--- src/rtl/yantra_alu_host_driver.sv ---
// Host-side initiator for the Yantra Vedic ALU tile: turns one {A, B, opcode}
// request into the Load A / Load B / Execute / read-lo / read-hi pin sequence.
module yantra_alu_host_driver #(
  parameter int unsigned SETTLE_CYCLES       = 1,
  parameter bit          SKIP_REDUNDANT_LOAD = 1'b1
) (
  input  logic        clk,
  input  logic        rst,
  input  logic        req_valid,
  output logic        req_ready,
  input  logic [3:0]  req_opcode,
  input  logic [7:0]  req_a,
  input  logic [7:0]  req_b,
  output logic        rsp_valid,
  input  logic        rsp_ready,
  output logic [15:0] rsp_result,
  output logic [7:0]  alu_ui_in,
  output logic [7:0]  alu_uio_in,
  output logic        alu_ena,
  output logic        alu_rst_n,
  input  logic [7:0]  alu_uo_out,
  output logic [2:0]  dbg_state
);

  // Handshakes: a request transfers on a clk edge where req_valid && req_ready;
  // a response transfers on an edge where rsp_valid && rsp_ready. rsp_valid and
  // rsp_result stay stable until that edge.

  typedef enum logic [2:0] {
    RST_HOLD = 3'd0,
    IDLE     = 3'd1,
    LOAD_A   = 3'd2,
    LOAD_B   = 3'd3,
    EXEC     = 3'd4,
    READ_LO  = 3'd5,
    READ_HI  = 3'd6,
    RESP     = 3'd7
  } state_t;

  localparam logic [3:0] SETTLE = 4'(SETTLE_CYCLES);

  state_t      state_q, state_d;
  logic        hold_q, hold_d;
  logic [3:0]  op_q, op_d;
  logic [7:0]  a_q, a_d;
  logic [7:0]  b_q, b_d;
  logic        need_b_q, need_b_d;
  logic [7:0]  cache_a_q, cache_a_d;
  logic [7:0]  cache_b_q, cache_b_d;
  logic        cache_a_vld_q, cache_a_vld_d;
  logic        cache_b_vld_q, cache_b_vld_d;
  logic [3:0]  cnt_q, cnt_d;
  logic [7:0]  lo_q, lo_d;

  logic        req_ready_q, req_ready_d;
  logic        rsp_valid_q, rsp_valid_d;
  logic [15:0] rsp_result_q, rsp_result_d;
  logic [7:0]  ui_q, ui_d;
  logic [7:0]  uio_q, uio_d;
  logic        ena_q, ena_d;
  logic        rst_n_q, rst_n_d;

  logic        skip_a, skip_b;

  assign skip_a = SKIP_REDUNDANT_LOAD && cache_a_vld_q && (cache_a_q == req_a);
  assign skip_b = SKIP_REDUNDANT_LOAD && cache_b_vld_q && (cache_b_q == req_b);

  always_comb begin
    state_d       = state_q;
    hold_d        = hold_q;
    op_d          = op_q;
    a_d           = a_q;
    b_d           = b_q;
    need_b_d      = need_b_q;
    cache_a_d     = cache_a_q;
    cache_b_d     = cache_b_q;
    cache_a_vld_d = cache_a_vld_q;
    cache_b_vld_d = cache_b_vld_q;
    cnt_d         = cnt_q;
    lo_d          = lo_q;
    rsp_result_d  = rsp_result_q;

    case (state_q)
      RST_HOLD: begin
        // Keep the tile in reset for one more cycle after rst drops.
        if (hold_q) begin
          state_d = IDLE;
          hold_d  = 1'b0;
        end else begin
          hold_d  = 1'b1;
        end
      end
      IDLE: begin
        if (req_valid) begin
          op_d     = req_opcode;
          a_d      = req_a;
          b_d      = req_b;
          need_b_d = !skip_b;
          if (!skip_a)      state_d = LOAD_A;
          else if (!skip_b) state_d = LOAD_B;
          else              state_d = EXEC;
        end
      end
      LOAD_A: begin
        cache_a_d     = a_q;
        cache_a_vld_d = 1'b1;
        state_d       = need_b_q ? LOAD_B : EXEC;
      end
      LOAD_B: begin
        cache_b_d     = b_q;
        cache_b_vld_d = 1'b1;
        state_d       = EXEC;
      end
      EXEC: begin
        cnt_d   = 4'd0;
        state_d = READ_LO;
      end
      READ_LO: begin
        if (cnt_q == SETTLE) begin
          lo_d    = alu_uo_out;
          cnt_d   = 4'd0;
          state_d = READ_HI;
        end else begin
          cnt_d = cnt_q + 4'd1;
        end
      end
      READ_HI: begin
        if (cnt_q == SETTLE) begin
          rsp_result_d = {alu_uo_out, lo_q};
          cnt_d        = 4'd0;
          state_d      = RESP;
        end else begin
          cnt_d = cnt_q + 4'd1;
        end
      end
      RESP: begin
        if (rsp_ready) state_d = IDLE;
      end
      default: state_d = RST_HOLD;
    endcase

    // Pin and port outputs are decoded from the next state so they register
    // together with it; the opcode rides along because the tile re-latches it.
    ui_d        = 8'h00;
    uio_d       = 8'h00;
    ena_d       = 1'b1;
    rst_n_d     = 1'b1;
    req_ready_d = 1'b0;
    rsp_valid_d = 1'b0;
    case (state_d)
      RST_HOLD: begin
        ena_d   = 1'b0;
        rst_n_d = 1'b0;
      end
      IDLE:    req_ready_d = 1'b1;
      LOAD_A: begin
        ui_d  = {op_d, 4'b0001};
        uio_d = a_d;
      end
      LOAD_B: begin
        ui_d  = {op_d, 4'b0010};
        uio_d = b_d;
      end
      EXEC:    ui_d = {op_d, 4'b0011};
      READ_LO: ui_d = {op_d, 4'b0000};
      READ_HI: ui_d = {op_d, 4'b0100};
      RESP:    rsp_valid_d = 1'b1;
      default: ui_d = 8'h00;
    endcase
  end

  always_ff @(posedge clk) begin
    if (rst) begin
      state_q       <= RST_HOLD;
      hold_q        <= 1'b0;
      op_q          <= 4'd0;
      a_q           <= 8'd0;
      b_q           <= 8'd0;
      need_b_q      <= 1'b0;
      cache_a_q     <= 8'd0;
      cache_b_q     <= 8'd0;
      cache_a_vld_q <= 1'b0;
      cache_b_vld_q <= 1'b0;
      cnt_q         <= 4'd0;
      lo_q          <= 8'd0;
      req_ready_q   <= 1'b0;
      rsp_valid_q   <= 1'b0;
      rsp_result_q  <= 16'd0;
      ui_q          <= 8'd0;
      uio_q         <= 8'd0;
      ena_q         <= 1'b0;
      rst_n_q       <= 1'b0;
    end else begin
      state_q       <= state_d;
      hold_q        <= hold_d;
      op_q          <= op_d;
      a_q           <= a_d;
      b_q           <= b_d;
      need_b_q      <= need_b_d;
      cache_a_q     <= cache_a_d;
      cache_b_q     <= cache_b_d;
      cache_a_vld_q <= cache_a_vld_d;
      cache_b_vld_q <= cache_b_vld_d;
      cnt_q         <= cnt_d;
      lo_q          <= lo_d;
      req_ready_q   <= req_ready_d;
      rsp_valid_q   <= rsp_valid_d;
      rsp_result_q  <= rsp_result_d;
      ui_q          <= ui_d;
      uio_q         <= uio_d;
      ena_q         <= ena_d;
      rst_n_q       <= rst_n_d;
    end
  end

  assign req_ready  = req_ready_q;
  assign rsp_valid  = rsp_valid_q;
  assign rsp_result = rsp_result_q;
  assign alu_ui_in  = ui_q;
  assign alu_uio_in = uio_q;
  assign alu_ena    = ena_q;
  assign alu_rst_n  = rst_n_q;
  assign dbg_state  = state_q;

endmodule

--- config.mk ---
export PLATFORM = sky130hd
export DESIGN_NAME = yantra_alu_host_driver
export DESIGN_NICKNAME = d
export VERILOG_FILES = /design/src/rtl/yantra_alu_host_driver.sv
export SDC_FILE = /design/constraint.sdc
export NUM_CORES = 1
export LEC_CHECK = 0
export CAP_MARGIN = 20
export CORE_MARGIN = 2
export CORE_UTILIZATION = 50
export CTS_BUF_LIST = sky130_fd_sc_hd__clkbuf_16
export CTS_CLUSTER_DIAMETER = 50
export CTS_CLUSTER_SIZE = 8
export DETAILED_ROUTE_END_ITERATION = 10
export PLACE_DENSITY_LB_ADDON = 0.1
export SYNTH_ARGS = -nofsm -noshare
export SYNTH_HDL_FRONTEND = slang
export SYNTH_SLANG_ARGS = --single-unit
--- constraint.sdc ---
create_clock -name clk -period 3.6 [get_ports clk]
set_clock_uncertainty 0.15 [all_clocks]
set_input_delay 0.72 -clock clk [delete_from_list [all_inputs] [get_ports clk]]
set_output_delay 0.72 -clock clk [all_outputs]
set_load 0.02 [all_outputs]
==> results_dict.tcl, run 1 <==
set metrics [dict create \
    insertion_delay_ns 0.33 \
    postCtsHoldBufs 0 \
    synthTopCellsByArea "dfxtp_1 (49%), mux2i_1 (9.0%), nand2_1 (7.9%)" \
    min_path_cells 2 \
    synth_edf_count 0 \
    p_leak_nw 1.683 \
    clk_pin_slew_ns 0.06 \
    max_freq_mhz 360.8 \
    post_cts_buffers 0 \
    drive_gt1_share_pct 7.265 \
    yosysTopAreaCell "dfxtp_1" \
    ant_nets 0 \
    ys_seq_elements 89 \
    critPathArrivalTime_ns 2.82 \
    layout.nets 495 \
    vias_per_cell 5.240 \
    yosysSeqAreaShare_pct 48.67 \
    period_needed_ns 2.771 \
    path_class "in -> reg" \
    die_w_um 89.57 \
    drt_wl_total_um 8231 \
    vias 2971 \
    fin_util_pct 65.21 \
    final.fill_count 618 \
    die_h_um 89.57 \
    maxCapViolations 0 \
    avgSynthCellArea_um2 9.062 \
    grt_pass1_wl_um 13450 \
    drtIter0Drc 170 \
    power.density_nw_per_um2 557.3 \
    synth_top_family_by_area "simple AND/OR/NAND/NOR gates" \
    cts.repair.resized 0 \
    synth_cells 404 \
    finalWorstSetupSlack_ns 0.8286 \
    cts_root_buffer "clkbuf_16" \
    antenna_found_initial 0 \
    gp_congestion 0.8107 \
    rows 31 \
    worst_pin_slew_ns 0.6613 \
    fin_hold_ws_ns 0.3043 \
    ys_warn_count 0 \
    power.total_mw 2.608 \
    ys.flop_type "dfxtp_1" \
    vdd_drop_max_mv 0.2495 \
    synth_common_cells "dfxtp_1 (89), nand2_1 (77), a21oi_1 (43)" \
    end_kind "flip-flop" \
    cp.depth 6 \
    outcome "finished clean" \
    cts.path.max_buffers 2 \
    hold_class "reg -> reg" \
    r2r-start "dbg_state[2]" \
    io_buffers 69 \
    final_max_slew_viol_count 0 \
    worstPathCellList "clkdlybuf4s50_1 -> xor2_1 -> nor3_1 -> nand4_4 -> o31a_1 -> mux2i_1" \
    clock-sinks 89 \
    yosysTopAreaCellShare_pct 48.67 \
    area_growth_pct 27.82 \
    drc 0 \
    cp_slowest_stage_delay_ns 0.57 \
    numCtsBuffers 9 \
    min_from "lo_q[1]" \
    min_period_over_period_pct 76.98 \
    cts_max_level 3 \
    cts_tree "yes" \
    setup_violations 0 \
    crit_family "simple AND/OR/NAND/NOR gates" \
    wire_per_inst_um 14.52 \
    synth_nets 436 \
    final_hold_viol_count 0 \
    synth_most_common_cell "dfxtp_1" \
    crit_start "req_a[5]" \
    overflow 0 \
    antenna_cells 0 \
    synth_compound_area_share_pct 13.91 \
    tns_ns 0 \
    crit_path_start_kind "primary input" \
    slew_headroom_pct 55.79 \
    drt_first_pass_iters 5 \
    worstPathMaxFanout 19 \
    synth-async-reset-ratio_pct 0 \
    core_area_um2 7176 \
    cp.buffers_inverters 1 \
    ios 71 \
    die_area_um2 8023 \
    rsz0062_at_grt "false" \
    synthSimpleGateAreaFrac_pct 19.75 \
    pre_cts_ws_ns 0.5078 \
    ff2ff_path_depth 5 \
    grt_use_total_pct 21.79 \
    synth_adder_area_share_pct 0 \
    place_hpwl_um 5599 \
    synth_xor_area_share_pct 3.828 \
    syn_area_um2 3661 \
    critPathRequiredTime_ns 3.65 \
    grt_max_degree 30 \
    synth_mux_area_share_pct 9.330 \
    initial_core_util_pct 51.02 \
    yosys.cell_types.count 48 \
    grt_pass1_vias 2821 \
    critPathSlowestCell "o31a_1" \
]
[registers in the layout, summed over array words and instances, names as in the netlist]
name,count
rsp_result,16
a_q,8
alu_uio_in,8
b_q,8
cache_a_q,8
cache_b_q,8
lo_q,8
alu_ui_in,7
cnt_q,4
op_q,4
dbg_state,3
alu_rst_n,1
cache_a_vld_q,1
cache_b_vld_q,1
hold_q,1
need_b_q,1
req_ready,1
rsp_valid,1
[worst register-to-register path, delay by kind of cell, from the launching register on]
kind	cells	cell delay (ns)
muxes	1	0.24
DFF	1	0.67
buffers and inverters	1	0.24
AOI/OAI and AO/OA	3	0.95
[layout make-up]
| cell class | count | area (um2) | area share, % |
|---|---|---|---|
| Timing Repair Buffer | 76 | 738.2 | 15.78 |
| Multi-Input combinational cell | 281 | 1718 | 36.71 |
| Clock inverter | 7 | 70.07 | 1.497 |
| Clock buffer | 9 | 225.2 | 4.813 |
| Sequential cell | 89 | 1782 | 38.07 |
| Inverter | 6 | 22.52 | 0.4813 |
| Tap cell | 99 | 123.9 | 2.647 |
[cell usage in the layout (no fill, tap or decap), types with 2 or more instances in the layout]
master / n
a211oi_1: 2
a21o_1: 2
a21oi_1: 43
and4_1: 2
buf_4: 7
clkbuf_16: 9
clkdlybuf4s50_1: 68
clkinvlp_4: 3
dfxtp_1: 89
inv_1: 4
inv_2: 2
mux2i_1: 33
nand2_1: 77
nand3_1: 8
nand4_1: 2
nor2_1: 35
nor2b_1: 4
nor3_1: 5
nor3b_1: 4
nor4_1: 2
o2111ai_1: 16
o21ai_0: 5
o2bb2ai_1: 3
xnor2_1: 9
xor2_1: 7
[final timing paths]
path	end	slack, ns
hold reg to reg	rsp_result[1]	0.30
hold / removal	rsp_result[1]	0.30
setup / recovery	alu_uio_in[3]	0.83
setup reg to reg	alu_uio_in[3]	1.28
[routing by layer]
layer | track usage [%] | routed length, um | vias to the layer above
met5 | 0 | 0 | -
met1 | 29.51 | 3941 | 1386
met3 | 5.484 | 330 | 7
li1 | - | - | 1517
met2 | 34.29 | 3867 | 61
met4 | 6.920 | 92 | 0
[where the power goes]
part / internal (mW) / total, mW / switching [mW]
Sequential: 1.06 / 1.12 / 0.0631
Clock: 0.536 / 0.920 / 0.384
Combinational: 0.235 / 0.567 / 0.333
[kinds of logic after synthesis]
logic type | count (synthesis)
flip-flops | 89
buffers and inverters | 34
other | 1
XOR/XNOR | 16
AND/OR/NAND/NOR | 150
multiplexers | 34
AO/OA/AOI/OAI | 80
[through the flow]
step / cells / cell area [um2]
4_1_cts: 567 / 4679
2_1_floorplan: 404 / 3661
6_report: 567 / 4679
3_5_place_dp: 551 / 4384
5_1_grt: 567 / 4679
3_3_place_gp: 551 / 4384
Power figures use the tool's default switching activity.
==> run 2: changes to the inputs <==
--- a/config.mk
+++ b/config.mk
@@ -7,7 +7,7 @@
 export LEC_CHECK = 0
 export CAP_MARGIN = 20
 export CORE_MARGIN = 2
-export CORE_UTILIZATION = 50
+export CORE_UTILIZATION = 46
 export CTS_BUF_LIST = sky130_fd_sc_hd__clkbuf_16
 export CTS_CLUSTER_DIAMETER = 50
 export CTS_CLUSTER_SIZE = 8
==> constraint.sdc (replaced) <==
create_clock -name clk -period 2.25 [get_ports clk]
set_clock_uncertainty 0.15 [all_clocks]
set_input_delay 0.45 -clock clk [delete_from_list [all_inputs] [get_ports clk]]
set_output_delay 0.45 -clock clk [all_outputs]
set_load 0.02 [all_outputs]
==> results_dict.tcl, run 2 (synthesis gave the netlist of run 1 again) <==
set metrics [dict create \
    drt_wl_total_um 8367 \
    fin_util_pct 63.55 \
    layout_commonest_cell "dfxtp_1" \
    cts.repair.resized 0 \
    power.total_mw 4.414 \
    final_max_slew_viol_count 0 \
    layout_common_cells "dfxtp_1 (88), nand2_1 (77), clkdlybuf4s50_1 (68)" \
    vias_per_cell 5.202 \
    antenna_found_initial 0 \
    power.density_nw_per_um2 898.9 \
    maxCapViolations 0 \
    die_w_um 93.21 \
    ant_nets 0 \
    numCtsBuffers 9 \
    r2r_setup_slack_ns 0.22 \
    area_growth_pct 34.14 \
    gp_congestion 0.8299 \
    cts_max_level 3 \
    initial_core_util_pct 47.38 \
    drive_gt1_share_pct 12.20 \
    overflow 0 \
    insertion_delay_ns 0.33 \
    drc 0 \
    die_area_um2 8688 \
    tns_ns 0 \
    final_hold_viol_count 0 \
    crit_path_start_kind "primary input" \
    setup_violations 0 \
    worst_pin_slew_ns 0.6284 \
    postCtsHoldBufs 0 \
    hold_class "in -> reg" \
    grt_pass1_vias 2948 \
    worstPathMaxFanout 16 \
    critPathArrivalTime_ns 2.21 \
    drt_first_pass_iters 5 \
    finalWorstSetupSlack_ns 0.1037 \
    period_needed_ns 2.146 \
    largest_reg_flops 16 \
    cts.path.max_buffers 2 \
    vias 3090 \
    dp_cells 578 \
    clk_pin_slew_ns 0.06 \
    p_leak_nw 1.823 \
    grt_pass1_wl_um 13920 \
    antenna_cells 0 \
    post_cts_buffers 0 \
    io_buffers 69 \
    slew_headroom_pct 57.99 \
    layout.nets 519 \
    cts_tree "yes" \
    rows 32 \
    rsz0062_at_grt "false" \
    grt_max_degree 25 \
    fin_hold_ws_ns 0.2918 \
    end_kind "flip-flop" \
    stdcell_area_um2 4911 \
    grt_use_total_pct 20.03 \
    outcome "finished clean" \
    core_area_um2 7727 \
    die_h_um 93.21 \
    clock-sinks 89 \
    drtIter0Drc 73 \
    min_period_over_period_pct 95.39 \
    fin_cells 594 \
    pre_cts_ws_ns -0.2516 \
    place_hpwl_um 6021 \
    wire_per_inst_um 14.09 \
    vdd_drop_max_mv 0.4456 \
    path_class "in -> reg" \
    ios 71 \
    critPathRequiredTime_ns 2.31 \
    cts_root_buffer "clkbuf_16" \
    max_freq_mhz 465.9 \
    dpl_cell_area_um2 4606 \
]
[run 2: cell count changes in the layout (fill, tap and decap cells not counted)]
cell and delta:
dfxtp_1 -1, clkinv_4 +1, dfxtp_2 +1, buf_4 +21, buf_12 +3, clkinv_1 -1
clkinvlp_4 -1, inv_8 +1
[run 2: per-layer routing]
layer / up-vias / global-route usage (%) / part of all wire [%]
li1: 1572 / - / -
met1: 1444 / 25.89 / 46
met2: 63 / 33.82 / 49
met3: 11 / 3.948 / 3.7
met4: 0 / 6.250 / 0.98
met5: - / 0 / 0
[run 2: worst paths after layout]
| kind | to | start | cells after the start |
|---|---|---|---|
| setup / recovery | alu_uio_in[1] | req_valid | 7 |
| hold / removal | cache_a_q[1] | rst | 2 |
| setup reg to reg | alu_ui_in[7] | cnt_q[1] | 7 |
| hold reg to reg | rsp_result[7] | lo_q[7] | 2 |
[run 2: area by class of cell]
type                    instances  area (um2)
fillers                       672        2816
flip-flops and latches         89        1783
inverters                       6       22.52
repair buffers                100       955.9
clock inverters                 7       78.83
clock buffers                   9       225.2
well taps                     102       127.6
multi-input cells             281        1718
[run 2: critical path, stage by stage]
cell and delay, ns:
clkdlybuf4s50_1 0.49, and4bb_2 0.26, nand4_1 0.09, or3_1 0.38, buf_4 0.21, o2111ai_1 0.21
mux2i_1 0.10
[run 2: where the power goes]
part,switching (mW),internal [mW]
Clock,0.641,0.872
Sequential,0.0577,1.69
Combinational,0.620,0.531
Total,1.32,3.10
==> run 3: changes to the inputs <==
--- a/config.mk
+++ b/config.mk
@@ -9,10 +9,11 @@
 export CORE_MARGIN = 2
 export CORE_UTILIZATION = 46
 export CTS_BUF_LIST = sky130_fd_sc_hd__clkbuf_16
-export CTS_CLUSTER_DIAMETER = 50
+export CTS_CLUSTER_DIAMETER = 40
 export CTS_CLUSTER_SIZE = 8
 export DETAILED_ROUTE_END_ITERATION = 10
-export PLACE_DENSITY_LB_ADDON = 0.1
+export GPL_ROUTABILITY_DRIVEN = 0
+export PLACE_DENSITY = 0.8
 export SYNTH_ARGS = -nofsm -noshare
 export SYNTH_HDL_FRONTEND = slang
 export SYNTH_SLANG_ARGS = --single-unit
==> results_dict.tcl, run 3 (synthesis gave the netlist of run 1 again) <==
set metrics [dict create \
    max_freq_mhz 460.3 \
    min_from "op_q[1]" \
    layout.nets 518 \
    critPathRequiredTime_ns 2.31 \
    wire_per_inst_um 14.55 \
    insertion_delay_ns 0.33 \
    grt_pass1_vias 2981 \
    critPathSlowestCell "or3_4" \
    antenna_cells 0 \
    die_area_um2 8688 \
    vias 3143 \
    drive_gt1_share_pct 11.84 \
    dpl_cell_area_um2 4598 \
    final_hold_viol_count 0 \
    core_area_um2 7727 \
    slew_headroom_pct 58.33 \
    cts_max_level 3 \
    hold_class "reg -> reg" \
    drtIter0Drc 185 \
    period_needed_ns 2.172 \
    min_period_over_period_pct 96.55 \
    vdd_drop_max_mv 0.5565 \
    clock-sinks 89 \
    place_hpwl_um 6067 \
    final_max_slew_viol_count 0 \
    layout_commonest_cell "dfxtp_1" \
    worstPathMaxFanout 16 \
    timing.rr.end "alu_ui_in[5]" \
    worst_pin_slew_ns 0.6234 \
    power.total_mw 4.278 \
    power.density_nw_per_um2 874.2 \
    cts_root_buffer "clkbuf_16" \
    largest_reg_flops 16 \
    min_path_cells 2 \
    outcome "finished clean" \
    maxCapViolations 0 \
    fin_util_pct 63.33 \
    crit_path_start_kind "primary input" \
    fin_hold_ws_ns 0.3034 \
    antenna_found_initial 0 \
    cts_tree "yes" \
    ant_nets 0 \
    grt_pass1_wl_um 13990 \
    rows 32 \
    stdcell_area_um2 4893 \
    setup_violations 0 \
    grt_max_degree 24 \
    r2r_setup_slack_ns 0.21 \
    area_growth_pct 33.66 \
    drt_first_pass_iters 5 \
    die_w_um 93.21 \
    clk_pin_slew_ns 0.06 \
    p_leak_nw 1.827 \
    ff2ff_path_depth 7 \
    cp_slowest_stage_delay_ns 0.46 \
    grt_use_total_pct 20.28 \
    critPathArrivalTime_ns 2.24 \
    layout_common_cells "dfxtp_1 (89), nand2_1 (77), clkdlybuf4s50_1 (68)" \
    pre_cts_ws_ns -0.2888 \
    die_h_um 93.21 \
    io_buffers 69 \
    overflow 0 \
    drt_wl_total_um 8615 \
    ios 71 \
    post_cts_buffers 0 \
    r2r-start "dbg_state[1]" \
    numCtsBuffers 9 \
    worstPathCellList "clkdlybuf4s50_1 -> xnor2_1 -> nand3_1 -> or3_4 -> buf_12 -> o2111ai_1 -> mux2i_1" \
    vias_per_cell 5.309 \
    end_kind "flip-flop" \
    initial_core_util_pct 47.38 \
    finalWorstSetupSlack_ns 0.07757 \
    path_class "in -> reg" \
    cts.path.max_buffers 2 \
    holdPathEnd "op_q[1]" \
    drc 0 \
    final.fill_count 606 \
]
[run 3: cell types whose count changed in the layout (fill, tap and decap cells not counted), sizes merged]
cell	delta
clkinvlp	-2
buf	-1
clkinv	+1
[run 3: stage by stage]
stage	TNS (ns)	std cells
after floorplan	0	404
after global placement	-2.895	577
after detailed placement	-3.297	577
after CTS	0	592
after global routing	-0.02256	592
final	0	592
[run 3: cell type report]
| class | instances | area [um2] | share of cell area [%] |
|---|---|---|---|
| sequential | 89 | 1782 | 36.41 |
| multi-input combinational | 281 | 1735 | 35.46 |
| timing repair buffer | 99 | 948.4 | 19.38 |
| clock buffer | 9 | 225.2 | 4.602 |
| tap | 102 | 127.6 | 2.608 |
| clock inverter | 6 | 52.55 | 1.074 |
| inverter | 6 | 22.52 | 0.4602 |
[run 3: what timing repair did]
| item | CTS | global route |
|---|---|---|
| hold buffers | 0 | 0 |
| resized for setup | 0 | 3 |
| setup endpoints to repair | 0 | 11 |
[run 3: how the worst max path moves through the flow]
stage	start	end	slack [ns]	depth (start not counted)
floorplan	dbg_state[0]	alu_uio_in[5]	0.28	7
global placement	req_valid	alu_uio_in[1]	-0.23	7
detailed placement	req_a[1]	req_ready	-0.29	7
CTS	req_a[1]	req_ready	0.03	7
global route	req_b[4]	alu_uio_in[4]	-0.02	7
finish	req_b[4]	alu_uio_in[4]	0.08	7
[run 3: report_power, final]
part	internal, mW	switching, mW
Sequential	1.69	0.0732
Clock	0.840	0.574
Combinational	0.493	0.605
Total	3.03	1.25
[run 3: critical path, delay by kind of cell]
family	cells	cell delay (ns)
mux	1	0.11
simple gates	2	0.65
buf+inv	2	0.60
xor+xnor	1	0.23
compound gates	1	0.20
[run 3: layer usage]
layer / routed length [um] / GRT usage [%] / vias to the layer above
met5: 0 / 0 / -
met3: 346 / 4.351 / 12
met2: 4221 / 33.09 / 79
met4: 127 / 7.598 / 0
met1: 3920 / 26.41 / 1495
li1: - / - / 1557
